## config.mk

```make
export PLATFORM = sky130hd
export DESIGN_NAME = alu_multicycle_seq
export DESIGN_NICKNAME = d
export VERILOG_FILES = /design/src/rtl/alu_pkg.sv /design/src/rtl/alu_iter_mul.sv /design/src/rtl/alu_multicycle_seq.sv
export SDC_FILE = /design/constraint.sdc
export NUM_CORES = 1
export LEC_CHECK = 0
export ABC_AREA = 1
export BUFFER_PORTS_ARGS = -buffer_cell sky130_fd_sc_hd__buf_2
export CORE_MARGIN = 5
export CORE_UTILIZATION = 50
export DETAILED_ROUTE_END_ITERATION = 6
export HOLD_SLACK_MARGIN = 0.05
export PLACE_DENSITY = 0.68
export SKIP_CTS_REPAIR_TIMING = 1
export SYNTH_ARGS = -nofsm -noshare
export SYNTH_HDL_FRONTEND = slang
export SYNTH_HIERARCHICAL = 1
export SYNTH_SLANG_ARGS = --single-unit
```

## constraint.sdc

```tcl
create_clock -name clk -period 4.9 [get_ports clk]
set_input_delay 0.49 -clock clk [delete_from_list [all_inputs] [get_ports clk]]
set_output_delay 0.49 -clock clk [all_outputs]
set_load 0.02 [all_outputs]
```

## src/rtl/alu_pkg.sv

```systemverilog
// ---------------------------------------------------------------------------
// alu_pkg
// Shared definitions for the multicycle vector ALU: opcode encodings, lane
// width encodings, the controller state type and helpers that turn a ww code
// into a bit width.
// ---------------------------------------------------------------------------
package alu_pkg;

    localparam logic [5:0] ALU_ADD  = 6'b000101;
    localparam logic [5:0] ALU_SUB  = 6'b000110;
    localparam logic [5:0] ALU_MULE = 6'b001000;
    localparam logic [5:0] ALU_MULO = 6'b000111;

    localparam logic [1:0] WW_B = 2'b00;
    localparam logic [1:0] WW_H = 2'b01;
    localparam logic [1:0] WW_W = 2'b10;
    localparam logic [1:0] WW_D = 2'b11;

    typedef enum logic [1:0] {
        IDLE = 2'd0,
        BUSY = 2'd1,
        DONE = 2'd2
    } state_t;

    // Add/sub lane width in bits for a given ww code.
    function automatic int lane_width(input logic [1:0] ww);
        case (ww)
            WW_B:    return 8;
            WW_H:    return 16;
            WW_W:    return 32;
            default: return 64;
        endcase
    endfunction

    // Multiply source element width in bits; the doubleword code has no
    // multiply form and maps to zero.
    function automatic int elem_width(input logic [1:0] ww);
        case (ww)
            WW_B:    return 8;
            WW_H:    return 16;
            WW_W:    return 32;
            default: return 0;
        endcase
    endfunction

endpackage

```

## src/rtl/alu_iter_mul.sv

```systemverilog
// ---------------------------------------------------------------------------
// alu_iter_mul
// Lane-wise unsigned widening multiplier built as a shift-add engine that
// retires one multiplier bit per clock in every lane at once.
//
// Ports:
//   clk, rst_n      clock and asynchronous active-low reset
//   start           load operands and begin a new multiply
//   ww              source element width code (00 byte, 01 half, 10 word)
//   mode            0: even elements (low half of each lane)
//                   1: odd elements (high half of each lane)
//   opr_a, opr_b    full-width operands, bit 0 is the MSB
//   done            high during the cycle the final step is applied
//   product         accumulator value that the current step produces;
//                   holds the finished result while done is high
// ---------------------------------------------------------------------------
module alu_iter_mul
    import alu_pkg::*;
#(
    parameter int DW = 64
) (
    input  logic          clk,
    input  logic          rst_n,
    input  logic          start,
    input  logic [1:0]    ww,
    input  logic          mode,
    input  logic [0:DW-1] opr_a,
    input  logic [0:DW-1] opr_b,
    output logic          done,
    output logic [0:DW-1] product
);

    logic [DW-1:0] a_src;
    logic [DW-1:0] b_src;
    logic [DW-1:0] a_sh;
    logic [DW-1:0] b_sh;
    logic [DW-1:0] acc;
    logic [DW-1:0] acc_next;
    logic [DW-1:0] lane_fill;
    logic [1:0]    ww_q;
    logic [5:0]    cnt;

    // Mask selecting the low half of every 2W-bit lane.
    function automatic logic [DW-1:0] half_mask(input logic [1:0] w);
        case (w)
            WW_B:    return {(DW/16){16'h00FF}};
            WW_H:    return {(DW/32){32'h0000_FFFF}};
            default: return {(DW/64){64'h0000_0000_FFFF_FFFF}};
        endcase
    endfunction

    // Bring the selected element of each lane down into the lane's low half
    // so both even and odd forms run through the same engine.
    always_comb begin
        a_src = opr_a;
        b_src = opr_b;
        if (mode) begin
            a_src = opr_a >> elem_width(ww);
            b_src = opr_b >> elem_width(ww);
        end
    end

    // Each lane's multiplier LSB gates the shifted multiplicand for that
    // lane. Partial sums never exceed 2W bits, so one full-width add cannot
    // carry between lanes.
    always_comb begin
        lane_fill = '0;
        for (int p = 0; p < DW; p++) begin
            case (ww_q)
                WW_B:    lane_fill[p] = b_sh[(p / 16) * 16];
                WW_H:    lane_fill[p] = b_sh[(p / 32) * 32];
                default: lane_fill[p] = b_sh[(p / 64) * 64];
            endcase
        end
        acc_next = acc + (a_sh & lane_fill);
    end

    assign done    = (cnt == 6'd1);
    assign product = acc_next;

    // The multiplicand shifts up inside its lane, and the multiplier shifts
    // down with its low-half mask so neighbouring lanes do not leak in.
    always_ff @(posedge clk or negedge rst_n) begin
        if (!rst_n) begin
            a_sh <= '0;
            b_sh <= '0;
            acc  <= '0;
            ww_q <= WW_B;
            cnt  <= '0;
        end else if (start) begin
            a_sh <= a_src & half_mask(ww);
            b_sh <= b_src & half_mask(ww);
            acc  <= '0;
            ww_q <= ww;
            cnt  <= 6'(elem_width(ww));
        end else if (cnt != 6'd0) begin
            a_sh <= a_sh << 1;
            b_sh <= (b_sh >> 1) & half_mask(ww_q);
            acc  <= acc_next;
            cnt  <= cnt - 6'd1;
        end
    end

endmodule

```

## src/rtl/alu_multicycle_seq.sv

```systemverilog
// ---------------------------------------------------------------------------
// alu_multicycle_seq
// Handshaked vector ALU. Lane-wise add/sub finishes in one cycle. Even/odd
// widening multiply runs on an iterative shift-add engine. Each result is
// held until the consumer takes it.
//
// Ports:
//   clk, rst_n            clock and asynchronous active-low reset
//   in_valid / in_ready   operation handshake; in_ready is high only in IDLE
//   alu_op                opcode (ADD, SUB, MULE, MULO; others are illegal)
//   ww                    lane width code
//   opr_a, opr_b          operands, bit 0 is the MSB
//   out_valid / out_ready result handshake
//   dout                  result, stable while out_valid is high
//   err                   result came from an illegal opcode/ww pair
// ---------------------------------------------------------------------------
module alu_multicycle_seq
    import alu_pkg::*;
#(
    parameter int DW  = 64,
    parameter int OPW = 6
) (
    input  logic           clk,
    input  logic           rst_n,
    input  logic           in_valid,
    output logic           in_ready,
    input  logic [OPW-1:0] alu_op,
    input  logic [1:0]     ww,
    input  logic [0:DW-1]  opr_a,
    input  logic [0:DW-1]  opr_b,
    output logic           out_valid,
    input  logic           out_ready,
    output logic [0:DW-1]  dout,
    output logic           err
);

    state_t        state;
    logic          is_add;
    logic          is_sub;
    logic          is_mule;
    logic          is_mulo;
    logic          mul_ok;
    logic          mul_start;
    logic          mul_done;
    logic [0:DW-1] mul_product;
    logic [DW-1:0] a_v;
    logic [DW-1:0] b_v;
    logic [DW-1:0] addsub_res;
    logic [8:0]    byte_sum;
    logic          carry;
    int            lane_bytes;

    assign is_add    = (alu_op == OPW'(ALU_ADD));
    assign is_sub    = (alu_op == OPW'(ALU_SUB));
    assign is_mule   = (alu_op == OPW'(ALU_MULE));
    assign is_mulo   = (alu_op == OPW'(ALU_MULO));
    assign mul_ok    = (is_mule || is_mulo) && (ww != WW_D);
    assign mul_start = (state == IDLE) && in_valid && in_ready && mul_ok;

    // Byte-sliced ripple add. The carry chain restarts at every lane
    // boundary, with a carry-in of one for subtraction (a + ~b + 1).
    always_comb begin
        addsub_res = '0;
        a_v        = opr_a;
        b_v        = is_sub ? ~opr_b : opr_b;
        lane_bytes = lane_width(ww) / 8;
        carry      = is_sub;
        byte_sum   = '0;
        for (int j = 0; j < DW / 8; j++) begin
            if ((j & (lane_bytes - 1)) == 0) begin
                carry = is_sub;
            end
            byte_sum = {1'b0, a_v[j*8 +: 8]} + {1'b0, b_v[j*8 +: 8]} + {8'd0, carry};
            addsub_res[j*8 +: 8] = byte_sum[7:0];
            carry = byte_sum[8];
        end
    end

    alu_iter_mul #(
        .DW (DW)
    ) u_mul (
        .clk     (clk),
        .rst_n   (rst_n),
        .start   (mul_start),
        .ww      (ww),
        .mode    (is_mulo),
        .opr_a   (opr_a),
        .opr_b   (opr_b),
        .done    (mul_done),
        .product (mul_product)
    );

    // Controller and output register. Add/sub and illegal requests go
    // straight to DONE on the accept edge. A multiply waits in BUSY until the
    // engine's last step, then captures the product on that same edge.
    always_ff @(posedge clk or negedge rst_n) begin
        if (!rst_n) begin
            state     <= IDLE;
            in_ready  <= 1'b1;
            out_valid <= 1'b0;
            dout      <= '0;
            err       <= 1'b0;
        end else begin
            case (state)
                IDLE: begin
                    if (in_valid && in_ready) begin
                        in_ready <= 1'b0;
                        if (is_add || is_sub) begin
                            dout      <= addsub_res;
                            err       <= 1'b0;
                            out_valid <= 1'b1;
                            state     <= DONE;
                        end else if (mul_ok) begin
                            state <= BUSY;
                        end else begin
                            dout      <= '0;
                            err       <= 1'b1;
                            out_valid <= 1'b1;
                            state     <= DONE;
                        end
                    end
                end
                BUSY: begin
                    if (mul_done) begin
                        dout      <= mul_product;
                        err       <= 1'b0;
                        out_valid <= 1'b1;
                        state     <= DONE;
                    end
                end
                DONE: begin
                    if (out_ready) begin
                        out_valid <= 1'b0;
                        in_ready  <= 1'b1;
                        state     <= IDLE;
                    end
                end
                default: begin
                    state <= IDLE;
                end
            endcase
        end
    end

endmodule

```

==> results.md <==
- Result of the run: complete, but fails checks
- Violated checks: setup timing
- Arrival time of the worst setup path: 11.54 ns
- Clk Latency, worst-skew pair: 0.63 ns
- Initial antenna violation count: 5
- Post-synth EDFFs: 0
- Number of nets still failing antenna checks after routing: 0
- Multi-input gate area in the final layout: 0.0139 mm2
- Vias post-DR: 25600
- Cell area after layout: 0.0275 mm2
- Seq. cell area: 0.00653 mm2
- Count of synthesis-stage warnings from yosys: 6
- Slowest cell on the critical path: fa_2
- Synth cell types: 51
- Mux contribution to synthesized area: 0
- Crit-path most repeated cell: fa_2
- Placed Instance Area: 0.0259 mm2
- Top Ports: 207
- Dominant combinational cell family by area after synthesis: simple AND/OR/NAND/NOR gates
- Last weighted congestion value of the routability-driven placer: 1.05
- Area of the core region: 0.0453 mm2
- Highest net fanout along the worst path: 8
- Worst clock skew: 0.0490 ns
- Fraction of the mapped netlist area in adder cells: 0.0796
- Total gr overflow: 0
- Initial DRC count: 3299
- Row count: 78
- Commonest cells in the netlist: nand2_1 (1113), inv_1 (575), nor2_1 (288)
- Fin. Hold Viols: 0
- Startpoint kind of the worst setup timing path: input port
- Critical path class: input port to register
- Most common cell in the netlist: nand2_1
- Total count of max-transition violations in the final report: 0
- Maximum level of the CTS H-tree: 1
- Number of iterations in the first detailed-routing pass: 6
- Most frequently used flop master after synthesis: dfrtp_1
- Total clock sinks: 261
- Area fraction in compound gates after synthesis: 0.170
- Number of nets at the end of the flow: 4207
- Fraction of final layout cells sized beyond drive strength 1: 0.160
- Static Leak: 14.9 nW
- Final Cycle Share: 2.25
- Worst-case setup margin in the final layout: -6.12 ns
- Cell types with the largest area share after synthesis: dfrtp_1 (28%), nand2_1 (18%), inv_1 (9.4%)
- Peak VDD IR: 0.350 mV
- Share of the core filled with cells: 0.608
- Net count after synthesis: 3855
- Total Die Area: 0.0501 mm2
- Area leader, netlist: dfrtp_1
- CP max stage delay: 0.40 ns
- Buffers on Ports: 206
- Overall die height: 224 um
- Required time at the endpoint of the critical path: 5.41 ns
- Setup violations, final: 40
- Number of standard cells after synthesis: 3579
- Seq cells post-synth: 261
- Netlist area before placement: 0.0229 mm2
- Cell at the root of the clock tree: clkbuf_16
- Proportion of synthesized flip-flops having asynchronous set or reset: 1.00
- Unrepaired setup endpoints after global routing: yes
- Total of fill cells in the finished design: 4546
- WHS: 0.148 ns
- Longest Clk Path Bufs: 3
- Wire length after detailed routing: 94800 um
- Final total negative setup slack: -128.13 ns
- Maximum number of pins on one net before global-route repair: 176
- # DRC: 0
- Wire length of the first global-routing pass: 139000 um
- Sequential element share of the synthesized area: 0.285
- XOR/XNOR share of the synthesized area: 0.0379
- Clock input transition at the sequential cells of the worst setup and hold paths: 0.06 ns
- Clock period minus worst slack: 11.02 ns
- Max Freq: 90.7 MHz
- Post-Synthesis Mean Instance Area: 6.39 um2
- Crit. End Element: register
- Detailed-route vias per instance: 5.61
- Number of global-route vias before repair: 23400
- Worst rel slew slack: 0.176
- Die boundary width: 224 um
- Yosys top cell area share: 0.284
- Worst Max-Slew Pin Slew: 1.24 ns
- Post-DP HPWL: 72800 um
- Number of clock buffers inserted by TritonCTS: 31
- Worst Hold Class: input port to register
- Synth-to-Final Area Change: 20.3%
- Final routed wire length divided by cell count: 20.8 um
- Starting density of the core: 0.505
- Basic-gate share of the synthesized area counting and, or, nand and nor cells: 0.301
- CTS tree: built
- Cell area power density: 534 mW/mm2
- Total GRT Usage: 0.360
- Count of maximum capacitance violations: 0
==> per-stage QoR <==
stage / setup slack (ns) / instances / power [mW]
5_1_grt: -6.79 / 4556 / 15.8
3_5_place_dp: -6.61 / 4479 / 11.8
4_1_cts: -5.98 / 4534 / 14.4
2_1_floorplan: -6.07 / 3579 / 9.25
6_report: -6.12 / 4558 / 14.7
3_3_place_gp: -6.43 / 4479 / 11.7
==> area by class of cell <==
cell class	instances	area share
multi-input combinational	2600	0.505
sequential	261	0.237
timing repair buffer	450	0.109
inverter	587	0.0803
clock buffer	47	0.0347
tap	600	0.0273
clock inverter	8	0.00555
antenna	5	0.000455
==> layer usage <==
layer,track usage,part of all wire,vias up
met2,0.538,0.42,1458
met5,0,0.00022,-
li1,-,-,12200
met1,0.511,0.42,11600
met4,0.148,0.053,4
met3,0.0733,0.11,284
==> logic make-up after synthesis <==
group	Yosys count
AO/OA/AOI/OAI	673
XOR/XNOR	99
adder cells (fa/ha/maj)	136
AND/OR/NAND/NOR	1692
flip-flops	261
buffers and inverters	718
==> cells in the final DEF (no fill, tap or decap), types with 32 or more instances in the layout <==
master    count
o21ai_1      39
nand3_1     144
buf_4       231
and2_1       32
o21ai_0     146
buf_2       200
a21oi_1     229
o22ai_1      51
dfrtp_1     260
nor2_1      285
nand2_1    1098
a22oi_1      46
a31oi_1      34
xnor2_1      77
o211ai_1     36
ha_1        120
inv_1       574
==> registers in the layout, indices dropped and copies added (netlist names) <==
name / flops
u_mul/a_sh: 64
u_mul/ww_q: 2
err: 1
state: 2
u_mul/acc: 64
in_ready: 1
out_valid: 1
u_mul/b_sh: 56
dout: 64
u_mul/cnt: 6
==> power breakdown <==
part	switching (mW)	internal, mW
Sequential	0.570	3.09
Clock	1.01	1.54
Combinational	5.60	2.87
Total	7.19	7.51
==> final timing paths <==
kind | to | start | slack, ns | cells after the start
hold reg to reg | dout[61] | dout[61] | 0.48 | 2
setup / recovery | dout[1] | alu_op[5] | -6.12 | 74
min in group asynchronous | u_mul/b_sh[3] | rst_n | 0.53 | 2
setup reg to reg | dout[0] | u_mul/ww_q[1] | 1.09 | 21
max in group asynchronous | u_mul/a_sh[61] | rst_n | 3.23 | 3
hold / removal | state[1] | out_ready | 0.15 | 4
==> worst max-delay path: cells and delay by family <==
family,cells,cell delay [ns]
xor gates and xnor gates,1,0.17
and+or+nand+nor,34,2.95
adders and majority gates,15,5.65
buffers and inverters,8,0.65
AOI/OAI and AO/OA,16,1.62
(Power assumes the default switching activity.)
